--- src/rtl/stream_downsizer_if.sv ---
// Stream downsizer bus: upstream word channel, downstream slice channel and flush.
// The slave modport is the downsizer; the master modport is the environment around it.
interface stream_downsizer_if #(
    parameter int InWidth  = 64,
    parameter int OutWidth = 16,
    parameter int LenWidth = $clog2(InWidth / OutWidth)
);
    logic                enq_vld_i;
    logic [InWidth-1:0]  enq_payload_i;
    logic [LenWidth-1:0] enq_len_i;
    logic                enq_rdy_o;
    logic                deq_vld_o;
    logic [OutWidth-1:0] deq_payload_o;
    logic                deq_last_o;
    logic                deq_rdy_i;
    logic                flush_i;

    modport slave (
        input  enq_vld_i, enq_payload_i, enq_len_i, deq_rdy_i, flush_i,
        output enq_rdy_o, deq_vld_o, deq_payload_o, deq_last_o
    );

    modport master (
        output enq_vld_i, enq_payload_i, enq_len_i, deq_rdy_i, flush_i,
        input  enq_rdy_o, deq_vld_o, deq_payload_o, deq_last_o
    );
endinterface

--- src/rtl/stream_downsizer.sv ---
// Splits one InWidth word into up to Ratio OutWidth slices, least-significant first.
// The held word shifts right per slice so the output slice comes straight from flops.
module stream_downsizer #(
    parameter int InWidth  = 64,
    parameter int OutWidth = 16,
    parameter int LenWidth = $clog2(InWidth / OutWidth)
) (
    input  logic               clk,
    input  logic               rst,
    stream_downsizer_if.slave  bus
);
    localparam int Ratio = InWidth / OutWidth;
    localparam logic [0:0] IDLE = 1'b0;
    localparam logic [0:0] BUSY = 1'b1;
    localparam logic [LenWidth-1:0] MaxLen = LenWidth'(Ratio - 1);

    // Out-of-range slice counts saturate to a full word.
    function automatic logic [LenWidth-1:0] clamp_len(input logic [LenWidth-1:0] len_in);
        if (int'(len_in) > Ratio - 1) begin
            return MaxLen;
        end else begin
            return len_in;
        end
    endfunction

    logic [0:0]          state_r;
    logic [LenWidth-1:0] idx_r;
    logic [LenWidth-1:0] len_r;
    logic [InWidth-1:0]  held_r;

    logic busy_s;
    logic deq_last_s;
    logic enq_rdy_s;
    logic enq_fire_s;
    logic deq_fire_s;

    // Handshake decode; deq_rdy_i and flush_i are the only inputs reaching enq_rdy.
    always_comb begin
        busy_s     = 1'b0;
        deq_last_s = 1'b0;
        enq_rdy_s  = 1'b0;
        enq_fire_s = 1'b0;
        deq_fire_s = 1'b0;
        if (state_r == BUSY) begin
            busy_s     = 1'b1;
            deq_last_s = (idx_r == len_r);
        end else begin
            busy_s     = 1'b0;
            deq_last_s = 1'b0;
        end
        enq_rdy_s  = ((state_r == IDLE) || (deq_last_s && bus.deq_rdy_i)) && !bus.flush_i;
        enq_fire_s = bus.enq_vld_i && enq_rdy_s;
        deq_fire_s = busy_s && bus.deq_rdy_i;
    end

    assign bus.enq_rdy_o     = enq_rdy_s;
    assign bus.deq_vld_o     = busy_s;
    assign bus.deq_last_o    = deq_last_s;
    assign bus.deq_payload_o = held_r[OutWidth-1:0];

    // Word holding, slice stepping, flush and reset.
    always_ff @(posedge clk or posedge rst) begin
        if (rst) begin
            state_r <= IDLE;
            idx_r   <= '0;
            len_r   <= '0;
            held_r  <= '0;
        end else if (bus.flush_i) begin
            state_r <= IDLE;
            idx_r   <= '0;
            len_r   <= '0;
            held_r  <= '0;
        end else if (enq_fire_s) begin
            // Covers the last-slice/new-word overlap, so no bubble is inserted.
            state_r <= BUSY;
            idx_r   <= '0;
            len_r   <= clamp_len(bus.enq_len_i);
            held_r  <= bus.enq_payload_i;
        end else if (deq_fire_s) begin
            if (deq_last_s) begin
                state_r <= IDLE;
                idx_r   <= '0;
            end else begin
                idx_r  <= idx_r + 1'b1;
                held_r <= held_r >> OutWidth;
            end
        end else begin
            state_r <= state_r;
            idx_r   <= idx_r;
            len_r   <= len_r;
            held_r  <= held_r;
        end
    end
endmodule

--- src/flat_wrapper.sv ---
// flat-port wrapper written by rule: the top's interface ports become plain ports
module stream_downsizer_flat 
#(
    parameter int InWidth  = 64,
    parameter int OutWidth = 16,
    parameter int LenWidth = $clog2(InWidth / OutWidth)
)
  (clk, rst, bus_enq_vld_i, bus_enq_payload_i, bus_enq_len_i, bus_deq_rdy_i, bus_flush_i, bus_enq_rdy_o, bus_deq_vld_o, bus_deq_payload_o, bus_deq_last_o);
  stream_downsizer_if #(.InWidth(InWidth), .OutWidth(OutWidth), .LenWidth(LenWidth)) bus_i ();
  input  logic clk;
  input  logic rst;
  input wire logic [$bits(bus_i.enq_vld_i)-1:0] bus_enq_vld_i;
  input wire logic [$bits(bus_i.enq_payload_i)-1:0] bus_enq_payload_i;
  input wire logic [$bits(bus_i.enq_len_i)-1:0] bus_enq_len_i;
  input wire logic [$bits(bus_i.deq_rdy_i)-1:0] bus_deq_rdy_i;
  input wire logic [$bits(bus_i.flush_i)-1:0] bus_flush_i;
  output wire logic [$bits(bus_i.enq_rdy_o)-1:0] bus_enq_rdy_o;
  output wire logic [$bits(bus_i.deq_vld_o)-1:0] bus_deq_vld_o;
  output wire logic [$bits(bus_i.deq_payload_o)-1:0] bus_deq_payload_o;
  output wire logic [$bits(bus_i.deq_last_o)-1:0] bus_deq_last_o;
  assign bus_i.enq_vld_i = bus_enq_vld_i;
  assign bus_i.enq_payload_i = bus_enq_payload_i;
  assign bus_i.enq_len_i = bus_enq_len_i;
  assign bus_i.deq_rdy_i = bus_deq_rdy_i;
  assign bus_i.flush_i = bus_flush_i;
  assign bus_enq_rdy_o = bus_i.enq_rdy_o;
  assign bus_deq_vld_o = bus_i.deq_vld_o;
  assign bus_deq_payload_o = bus_i.deq_payload_o;
  assign bus_deq_last_o = bus_i.deq_last_o;
  stream_downsizer #(.InWidth(InWidth), .OutWidth(OutWidth), .LenWidth(LenWidth)) u_core (.clk(clk), .rst(rst), .bus(bus_i));
endmodule
--- config.mk ---
export PLATFORM = sky130hd
export DESIGN_NAME = stream_downsizer_flat
export DESIGN_NICKNAME = d
export VERILOG_FILES = /design/src/rtl/stream_downsizer_if.sv /design/src/rtl/stream_downsizer.sv /design/src/flat_wrapper.sv
export SDC_FILE = /design/constraint.sdc
export NUM_CORES = 1
export LEC_CHECK = 0
export CAP_MARGIN = 20
export CORE_MARGIN = 10
export CORE_UTILIZATION = 45
export CTS_CLUSTER_DIAMETER = 60
export DETAILED_ROUTE_END_ITERATION = 7
export HOLD_SLACK_MARGIN = 0.15
export PLACE_DENSITY = 0.77
export SLEW_MARGIN = 20
export SYNTH_ARGS = -nofsm -noshare
export SYNTH_HDL_FRONTEND = slang
export SYNTH_SLANG_ARGS = --single-unit
--- constraint.sdc ---
create_clock -name clk -period 2.5 [get_ports clk]
set_clock_uncertainty 0.2 [all_clocks]
set_input_delay 0.5 -clock clk [delete_from_list [all_inputs] [get_ports clk]]
set_output_delay 0.5 -clock clk [all_outputs]
set_load 0.01 [all_outputs]
==> results of run 1 <==
routing by layer:
layer,part of all wire,global-route usage
met1,0.46,0.218
met2,0.47,0.247
met3,0.054,0.0307
met4,0.017,0.0716
met5,0,0
flip-flops by register name (all words and copies together), names as in the netlist:
register,count
u_core.held_r,64
u_core.state_r,1
u_core.idx_r,2
u_core.len_r,2
what timing repair did:
item,CTS,global route
endpoints found under the setup margin,2,1
buffers inserted,2,0
hold buffers,0,0
resized for setup,2,3
pin swaps,2,0
critical path, delay by kind of cell, from the launching register on:
family        cells  cell delay (ns)
simple gates      1             0.18
buf+inv           1             0.53
flops             1             0.45
xor+xnor          1             0.18
logic make-up after synthesis:
group	count (synthesis)	synth area share
and+or+nand+nor	113	0.138
muxes	1	0.00281
DFF	69	0.484
buffers and inverters	51	0.0936
AOI/OAI and AO/OA	96	0.272
xor gates and xnor gates	2	0.00912
power by group:
part	internal, W	total [W]	switching (W)
registers	0.00121	0.00128	0.0000670
clock network	0.000512	0.000908	0.000396
logic	0.000329	0.000598	0.000269
area by class of cell:
class                      count  share of cell area
clock buffer                  14              0.0346
inverter                       4             0.00319
tap                          102              0.0271
clock inverter                 1             0.00638
multi-input combinational    212               0.327
sequential                    69               0.367
timing repair buffer         111               0.235
final timing paths:
path | endpoint | startpoint
max in group asynchronous | u_core.idx_r[0] | rst
worst max-delay path | bus_deq_last_o | u_core.idx_r[1]
worst max register to register | u_core.held_r[55] | u_core.len_r[0]
min in group asynchronous | u_core.state_r | rst
worst min register to register | u_core.held_r[56] | u_core.held_r[56]
worst min-delay path | u_core.held_r[56] | u_core.held_r[56]
metrics by stage:
stage / hold WS, ns / std cells
3_5_place_dp: 0.289 / 496
4_1_cts: 0.308 / 513
3_3_place_gp: 0.289 / 496
2_1_floorplan: 0.267 / 332
5_1_grt: 0.317 / 513
6_report: 0.312 / 513
synthesized netlist by cell type:
cell / n
a2bb2oi_1: 24
or3_1: 1
a32oi_4: 1
o2111a_1: 1
dfrtp_1: 69
xnor2_2: 2
o2111ai_1: 1
and2_1: 3
nand3_2: 1
o211ai_1: 24
nand3_1: 24
inv_1: 3
nor3b_4: 1
a31oi_1: 1
nor2_1: 77
buf_4: 21
o21ai_0: 1
a21o_1: 1
nand2b_1: 1
buf_2: 9
and3_1: 2
buf_6: 7
a21oi_1: 1
a22o_1: 16
a2111oi_2: 24
clkbuf_1: 10
nand2_1: 3
clkinv_1: 1
mux2i_1: 1
a32o_1: 1
==> results by group, run 1 <==
Status
  – Status: complete, no violations

Routing
  – DRT antenna net count: 0
  – Post-Route WL: 9.52 mm
  – # DRC: 0
  – DR pass1 iterations: 4
  – Via count: 2875
  – Via/cell ratio: ~5.6
  – DR iter-0 viols: 144
  – Wire per inst: 18.6 µm

Setup path
  – Startpoint Class: flop
  – Crit end category: output pin
  – WS Path Type: reg -> out
  – Slowest cell on crit path: clkdlybuf4s50_1
  – R2r setup slk: approximately 0.47 ns
  – Crit-path max cell delay: 0.53 ns
  – CP arrival: 1.67 ns
  – Reg2reg path depth: 5
  – Req. time, crit path: roughly 1.8 ns
  – Worst path cell trace: xnor2_4 > and3_1 > clkdlybuf4s50_1
  – Worst-path maximum fanout: 3

Power and ir drop
  – PwrDens: 592 nW/µm²
  – Pwr Total: 0.00279 W
  – Static Leak: 1.97 nW
  – Max VDD drop: 0.341 mV

Logic synthesis
  – Post-Synthesis Net Count: between 400 and 500
  – Yosys top cell area share: 0.484
  – FF+latch count, synth: 69
  – Cell taking the most area after synthesis: dfrtp_1
  – Synth Instances: 332
  – Synthesis warning total: 0
  – Dominant cells by area after synthesis: dfrtp_1 (48%), a2111oi_2 (10%), nor2_1 (8.1%)
  – Distinct cells, synth: 30
  – Mean Syn Cell Area: 10.7 µm²
  – Synth Cell Area: 3570 µm²
  – Sequential area share after synthesis: 0.484

Global routing
  – Vias in the first global route: 2960
  – Grt ovf: 0
  – First-pass GRT wire length: 15.3 mm
  – Global Route Usage Sum: 0.162
  – Largest net degree at the start of global routing: 70
  – Initial antenna violation count: 0

Clocking
  – Total CTS buffers: 9
  – Clock Latency Late Sink: 0.33 ns
  – CTS Sinks: approximately 70
  – Root Buffer: clkbuf_8
  – Clk buf depth: 2
  – Clock-pin slew on the worst setup and hold paths: ~0.07 ns
  – H-Tree Depth: 3
  – TritonCTS clock tree: done

Die
  – Chip height: 109 µm
  – Core ar.: approximately 7700 µm²
  – DIE WIDTH: 109 µm
  – Placement Rows: 32
  – I/O Pins: 90
  – Die area: 11900 µm²
  – Starting Density: 0.462

Final layout
  – Most frequent cells in the layout: clkdlybuf4s50_1 (87), nor2_1 (77), dfrtp_1 (67)
  – Design area: 4710 µm²
  – Commonest non-fill, non-tap cell in the layout: clkdlybuf4s50_1
  – Diode count: 0
  – Multi-input logic area: approximately 1500 µm²
  – # nets final: around 480
  – Share of layout cells above drive strength 1: 0.165
  – Post-layout util: 0.609
  – Area growth from synthesis to layout: 31.9%
  – Register area: ~1700 µm²
  – Fillers: 619

Timing
  – Least-Margin Pin Slew: approximately 0.57 ns
  – RSZ-0062 raised after global routing: no
  – Tmin final: 2.37 ns
  – Final period utilization: 0.949
  – Slew HR: 0.621
  – Final setup vio count: 0
  – Fin. max-slew vios: 0
  – Worst Slack Setup Final: 0.126 ns
  – F_max: 0.421 GHz
  – Setup_tns: 0 ns
  – Final hold viol count: 0

Placed design
  – Post-Place Worst Slack: 0.0258 ns
  – Global placement routability congestion: 0.792
  – Port Buf Inserts: 89
  – Post-DP HPWL: approximately 6.6 mm
  – Placed Instance Area: ~4500 µm²

Worst hold path
  – HP Class: reg -> reg
  – Hold depth: 1

Run
  – Max Cap Viol: 0
No activity file was read; power rests on OpenSTA's default activity.
==> inputs of run 2 (changes only) <==
CORE_UTILIZATION = 49   (was 45)
PLACE_DENSITY = 0.8   (was 0.77)
clock period = 2.55 ns   (was 2.5 ns; I/O delays follow)
==> run 2 against run 1 <==
- global-route usage grew 0.56 points
- first-iteration DRC count up 35%
- routed wire length shrank 4.1%
- sequential cell count stayed put
- non-clock buffer count down 4
- largest cell class unchanged
- combinational power is 3% lower
- total power fell by 2.4%
- hold slack lost 0.0067 ns
- die area fell by 6.7%
- cell count down 1.2%
- worst setup slack better by 0.0025 ns
- via count is essentially flat
==> results by group, run 2 (synthesized netlist as in run 1, its figures left out) <==
Status
  – Status: complete, no violations

Routing
  – # DRC: 0 (unchanged)
  – Post-Route WL: 9.13 mm (-4.1%)
  – DR iter-0 viols: 194 (+35%)
  – Via count: 2874 (-0.035%)
  – Wire per inst: 18.0 µm (-3.0%)
  – DRT antenna net count: 0 (unchanged)
  – Via/cell ratio: 5.67 (+1.1%)
  – DR pass1 iterations: 4 (unchanged)

Final layout
  – Post-layout util: 0.652 (+0.0432)
  – Design area: 4680 µm² (-0.56%)
  – Reg with most FFs: u_core.held_r
  – Commonest non-fill, non-tap cell in the layout: clkdlybuf4s50_1
  – Largest regs: u_core.held_r (64), u_core.idx_r (2), u_core.len_r (2)
  – Register area: 1730 µm² (about the same)
  – Most frequent cells in the layout: clkdlybuf4s50_1 (87), nor2_1 (77), dfrtp_1 (68)
  – Area growth from synthesis to layout: 31.1%
  – Diode count: 0 (unchanged)
  – Multi-input logic area: 1530 µm² (-0.73%)
  – Fillers: 572 (-7.6%)
  – # nets final: 474 (-0.84%)
  – Max reg flops: 64 (unchanged)
  – Share of layout cells above drive strength 1: 0.164 (-0.00123)

Setup path
  – Req. time, crit path: 1.84 ns (+0.04 ns)
  – R2r setup slk: 0.50 ns (+0.03 ns)
  – CP arrival: 1.71 ns (+0.04 ns)
  – Worst-path maximum fanout: 4 (+1)
  – WS Path Type: reg -> out
  – Crit end category: output pin
  – Startpoint Class: flop
  – Reg-to-Reg End: u_core.held_r[10]
  – Reg2reg path depth: 6 (+1)
  – Worst r2r src: u_core.len_r[1]

Timing
  – Hold_ws: 0.306 ns (-0.00672 ns)
  – Final period utilization: 0.949
  – Slew HR: 0.622 (+0.00107)
  – Setup_tns: 0 ns (unchanged)
  – Final setup vio count: 0 (unchanged)
  – F_max: 0.413 GHz
  – RSZ-0062 raised after global routing: no
  – Final hold viol count: 0 (unchanged)
  – Fin. max-slew vios: 0 (unchanged)
  – Tmin final: 2.42 ns
  – Least-Margin Pin Slew: 0.567 ns (-0.00160 ns)

Worst hold path
  – Hold path startpoint: u_core.held_r[61]
  – HP Class: reg -> reg
  – Endpoint, Worst Hold: u_core.held_r[61]
  – Hold depth: 1 (unchanged)

Placed design
  – Placed Instance Area: 4450 µm² (-0.48%)
  – Global placement routability congestion: 0.809 (+2.1%)
  – Post-DP HPWL: 6.61 mm (about the same)
  – Port Buf Inserts: 89 (unchanged)

Die
  – Die area: 11100 µm² (-6.7%)
  – Chip height: 105 µm (-3.4%)
  – Placement Rows: 31 (-3.1%)
  – Core ar.: 7180 µm² (-7.1%)
  – DIE WIDTH: 105 µm (-3.4%)
  – I/O Pins: 90 (unchanged)
  – Starting Density: 0.497 (+0.0355)

Clocking
  – CTS hold repair buffers: 0 (unchanged)
  – Clk buf depth: 2 (unchanged)
  – Total CTS buffers: 9 (unchanged)
  – H-Tree Depth: 3 (unchanged)
  – Root Buffer: clkbuf_8
  – Clock Latency Late Sink: 0.35 ns (+0.02 ns)
  – CTS Sinks: 69 (unchanged)
  – TritonCTS clock tree: done
  – Clock-pin slew on the worst setup and hold paths: 0.07 ns (about the same)

Global routing
  – Initial antenna violation count: 0 (unchanged)
  – Grt ovf: 0 (unchanged)
  – Largest net degree at the start of global routing: 34 (-51%)
  – Vias in the first global route: 2959 (-0.034%)
  – Global Route Usage Sum: 0.167 (+0.00556)
  – First-pass GRT wire length: 15.2 mm (-1.1%)

Run
  – Max Cap Viol: 0 (unchanged)

Power and ir drop
  – Max VDD drop: 0.256 mV (-25%)
  – Pwr Total: 0.00272 W (-2.4%)
  – Static Leak: 1.96 nW (-0.35%)
  – PwrDens: 581 nW/µm² (-1.9%)
-- run 2: worst max-delay path by stage --
stage	endpoint	cells after the start	slack, ns	startpoint
floorplan	u_core.held_r[0]	1	0.10	rst
finish	bus_deq_last_o	3	0.13	u_core.len_r[1]
global placement	bus_enq_rdy_o	4	0.08	bus_deq_rdy_i
CTS	bus_enq_rdy_o	4	0.05	u_core.idx_r[0]
detailed placement	bus_enq_rdy_o	4	0.07	bus_deq_rdy_i
global route	bus_deq_last_o	3	0.06	u_core.len_r[1]
-- run 2: through the flow --
| step | worst slack (ns) | std cells |
|---|---|---|
| 2_1_floorplan | 0.100 | 332 |
| 3_3_place_gp | 0.0840 | 489 |
| 3_5_place_dp | 0.0691 | 489 |
| 4_1_cts | 0.0483 | 507 |
| 5_1_grt | 0.0563 | 507 |
| 6_report | 0.129 | 507 |
-- run 2: per-layer routing --
metal / wire, µm / vias to the layer above / track usage
li1: - / 1361 / -
met1: 3980 / 1427 / 0.215
met2: 4500 / 77 / 0.260
met3: 527 / 9 / 0.0426
met4: 131 / 0 / 0.0735
met5: 0 / - / 0
-- run 2: area by class of cell --
type / count / area share
repair buffers: 107 / 0.232
clock inverters: 6 / 0.0134
multi-input cells: 212 / 0.326
flip-flops and latches: 69 / 0.369
inverters: 4 / 0.00321
well taps: 99 / 0.0265
clock buffers: 10 / 0.0294
-- run 2: timing repair --
action | in CTS | in global routing
resized for setup | 1 | 2
setup endpoints to repair | 2 | 1
pin swaps | 2 | 1
buffers inserted | 2 | 0
cloned | 0 | 0
-- run 2: where the power goes --
part / switching, W / total, W / internal, W
clock network: 0.000408 / 0.000884 / 0.000476
registers: 0.0000659 / 0.00126 / 0.00119
logic: 0.000259 / 0.000580 / 0.000320
total: 0.000733 / 0.00272 / 0.00199
-- run 2: worst max-delay path, cell delays in order, from the launching register on --
cell and delay [ns]:
dfrtp_1 0.42, xnor2_2 0.22, and3_1 0.19, clkdlybuf4s50_1 0.53
==> inputs of run 3 (changes only) <==
CORE_UTILIZATION = 40   (was 49)
GPL_TIMING_DRIVEN = 1   (was not set)
PLACE_DENSITY = 0.67   (was 0.8)
==> run 3 against run 2 <==
- total power grew 5.0%
- die area increased by 18%
- count of clock-buffer cells in the layout up 1
- first-iteration DRC count shrank 41%
- clock power grew 15%
- global-route usage down 2.2 points
- sequential power hardly changed
- via count is 1.5% lower
- largest cell class unchanged
==> results by group, run 3 (synthesized netlist as in run 1, its figures left out) <==
Die
  – Placement Rows: 34 (+9.7%)
  – I/O Pins: 90 (unchanged)
  – DIE WIDTH: 114 µm (+8.7%)
  – Core ar.: 8720 µm² (+22%)
  – Starting Density: 0.409 (-0.0881)
  – Die area: 13100 µm² (+18%)
  – Chip height: 114 µm (+8.7%)

Final layout
  – Multi-input logic area: 1540 µm² (+0.74%)
  – Most frequent cells in the layout: clkdlybuf4s50_1 (87), nor2_1 (77), dfrtp_1 (67)
  – Largest regs: u_core.held_r (64), u_core.idx_r (2), u_core.len_r (2)
  – Reg with most FFs: u_core.held_r
  – # nets final: 474 (unchanged)
  – Max reg flops: 64 (unchanged)
  – Register area: 1730 µm² (about the same)
  – Commonest non-fill, non-tap cell in the layout: clkdlybuf4s50_1
  – Fillers: 762 (+33%)
  – Area growth from synthesis to layout: 32.7%
  – Diode count: 0 (unchanged)
  – Share of layout cells above drive strength 1: 0.167 (+0.00245)

Routing
  – Post-Route WL: 9.36 mm (+2.6%)
  – Via/cell ratio: 5.49 (-3.2%)
  – Wire per inst: 18.1 µm (+0.76%)
  – DR pass1 iterations: 4 (unchanged)
  – DRT antenna net count: 0 (unchanged)
  – Via count: 2831 (-1.5%)
  – DR iter-0 viols: 115 (-41%)
  – # DRC: 0 (unchanged)

Setup path
  – CP arrival: 1.70 ns (about the same)
  – Worst r2r src: u_core.idx_r[1]
  – WS Path Type: reg -> out
  – Critical path startpoint: u_core.len_r[0]
  – Crit end category: output pin
  – Req. time, crit path: 1.84 ns (about the same)
  – Worst-path maximum fanout: 4 (unchanged)
  – Startpoint Class: flop

Power and ir drop
  – Static Leak: 1.97 nW (+0.28%)
  – P_int: 0.00211 W (+6.4%)
  – Seq pwr share: 0.440 (-0.022)
  – Psw: 0.000743 W (+1.4%)
  – Max VDD drop: 0.333 mV (+30%)
  – Clock power share: 0.357 (+0.032)
  – Gate power share: 0.203 (-0.010)
  – Pwr Total: 0.00286 W (+5.0%)
  – Sw Share: 0.260 (-0.00940)
  – PwrDens: 603 nW/µm² (+3.7%)

Placed design
  – Post-Place Worst Slack: 0.0735 ns (+0.00446 ns)
  – Global placement routability congestion: 0.783 (-3.2%)
  – Port Buf Inserts: 89 (unchanged)
  – Post-DP HPWL: 6.41 mm (-3.1%)

Clocking
  – H-Tree Depth: 3 (unchanged)
  – Clock-pin slew on the worst setup and hold paths: 0.07 ns (about the same)
  – Clock Latency Late Sink: 0.34 ns (about the same)
  – Total CTS buffers: 9 (unchanged)
  – TritonCTS clock tree: done
  – Root Buffer: clkbuf_8
  – Clk buf depth: 2 (unchanged)
  – CTS Sinks: 69 (unchanged)

Timing
  – Fin. max-slew vios: 0 (unchanged)
  – Final setup vio count: 0 (unchanged)
  – Tmin final: 2.41 ns (-0.0121 ns)
  – Least-Margin Pin Slew: 0.559 ns (-0.00865 ns)
  – Slew HR: 0.628 (+0.00577)
  – Worst Slack Setup Final: 0.141 ns (+0.0121 ns)
  – Hold_ws: 0.302 ns (-0.00412 ns)
  – Final period utilization: 0.945 (-0.00474)
  – RSZ-0062 raised after global routing: no
  – Setup_tns: 0 ns (unchanged)
  – Final hold viol count: 0 (unchanged)
  – F_max: 0.415 GHz (+0.50%)

Global routing
  – Global Route Usage Sum: 0.146 (-0.0216)
  – Initial antenna violation count: 0 (unchanged)
  – Vias in the first global route: 2944 (-0.51%)
  – Largest net degree at the start of global routing: 70 (+110%)
  – Grt ovf: 0 (unchanged)
  – First-pass GRT wire length: 15.5 mm (+2.0%)

Run
  – Max Cap Viol: 0 (unchanged)

Status
  – Status: complete, no violations

Worst hold path
  – Hold path startpoint: u_core.held_r[61]
  – HP Class: reg -> reg
==> run 3: changes by cell type in the layout (fill, tap and decap cells not counted) <==
| cell | delta |
|---|---|
| clkinv_4 | -2 |
| dfrtp_2 | +1 |
| clkinv_2 | -3 |
| xnor2_4 | +1 |
| clkinvlp_4 | +3 |
| xnor2_2 | -1 |
| bufinv_16 | +1 |
| dfrtp_1 | -1 |
| clkbuf_8 | +1 |
==> run 3: power groups by stage <==
stage               logic, W  clock network (W)  registers (W)
finish              0.000579            0.00102        0.00126
global route        0.000632            0.00110        0.00127
CTS                 0.000589            0.00104        0.00125
detailed placement  0.000577                  0        0.00127
global placement    0.000568                  0        0.00127
floorplan           0.000374                  0        0.00125
==> run 3: final cells by class <==
cell class | count | area share
clock buffer | 11 | 0.0320
clock inverter | 5 | 0.0174
inverter | 4 | 0.00317
multi-input combinational | 212 | 0.325
sequential | 69 | 0.365
tap | 108 | 0.0285
timing repair buffer | 107 | 0.229
==> run 3: worst max-delay path, cell delays in order (launching register included) <==
cell and delay, ns:
dfrtp_1 0.44, xnor2_4 0.21, and3_1 0.17, clkdlybuf4s50_1 0.53
==> run 3: worst paths after layout <==
check / end / slack [ns] / cells past startpoint
max in group asynchronous: u_core.idx_r[0] / 1.47 / 3
min in group asynchronous: u_core.held_r[53] / 0.36 / 3
worst min-delay path: u_core.held_r[61] / 0.30 / 1
worst min register to register: u_core.held_r[61] / 0.30 / 1
worst max register to register: u_core.held_r[23] / 0.54 / 5
worst max-delay path: bus_deq_last_o / 0.14 / 3
==> run 3: repair_timing <==
action / in CTS / in global routing
buffers inserted: 3 / 0
cloned: 0 / 0
hold buffers: 0 / 0
setup endpoints to repair: 2 / 1
resized for setup: 2 / 3
pin swaps: 2 / 0
==> run 3: metal layers <==
layer	global-route usage	share of wire	vias to the layer above
met1	0.203	0.49	1390
met2	0.211	0.45	76
met3	0.0341	0.046	9
met5	0	0	-
met4	0.0602	0.013	0
li1	-	-	1356
==> run 3: through the flow <==
stage	area, µm²	util	instances
6_report	4740	0.543	516
2_1_floorplan	3570	-	332
5_1_grt	4740	0.543	516
3_5_place_dp	4450	0.511	497
3_3_place_gp	4450	0.511	497
4_1_cts	4730	0.543	516
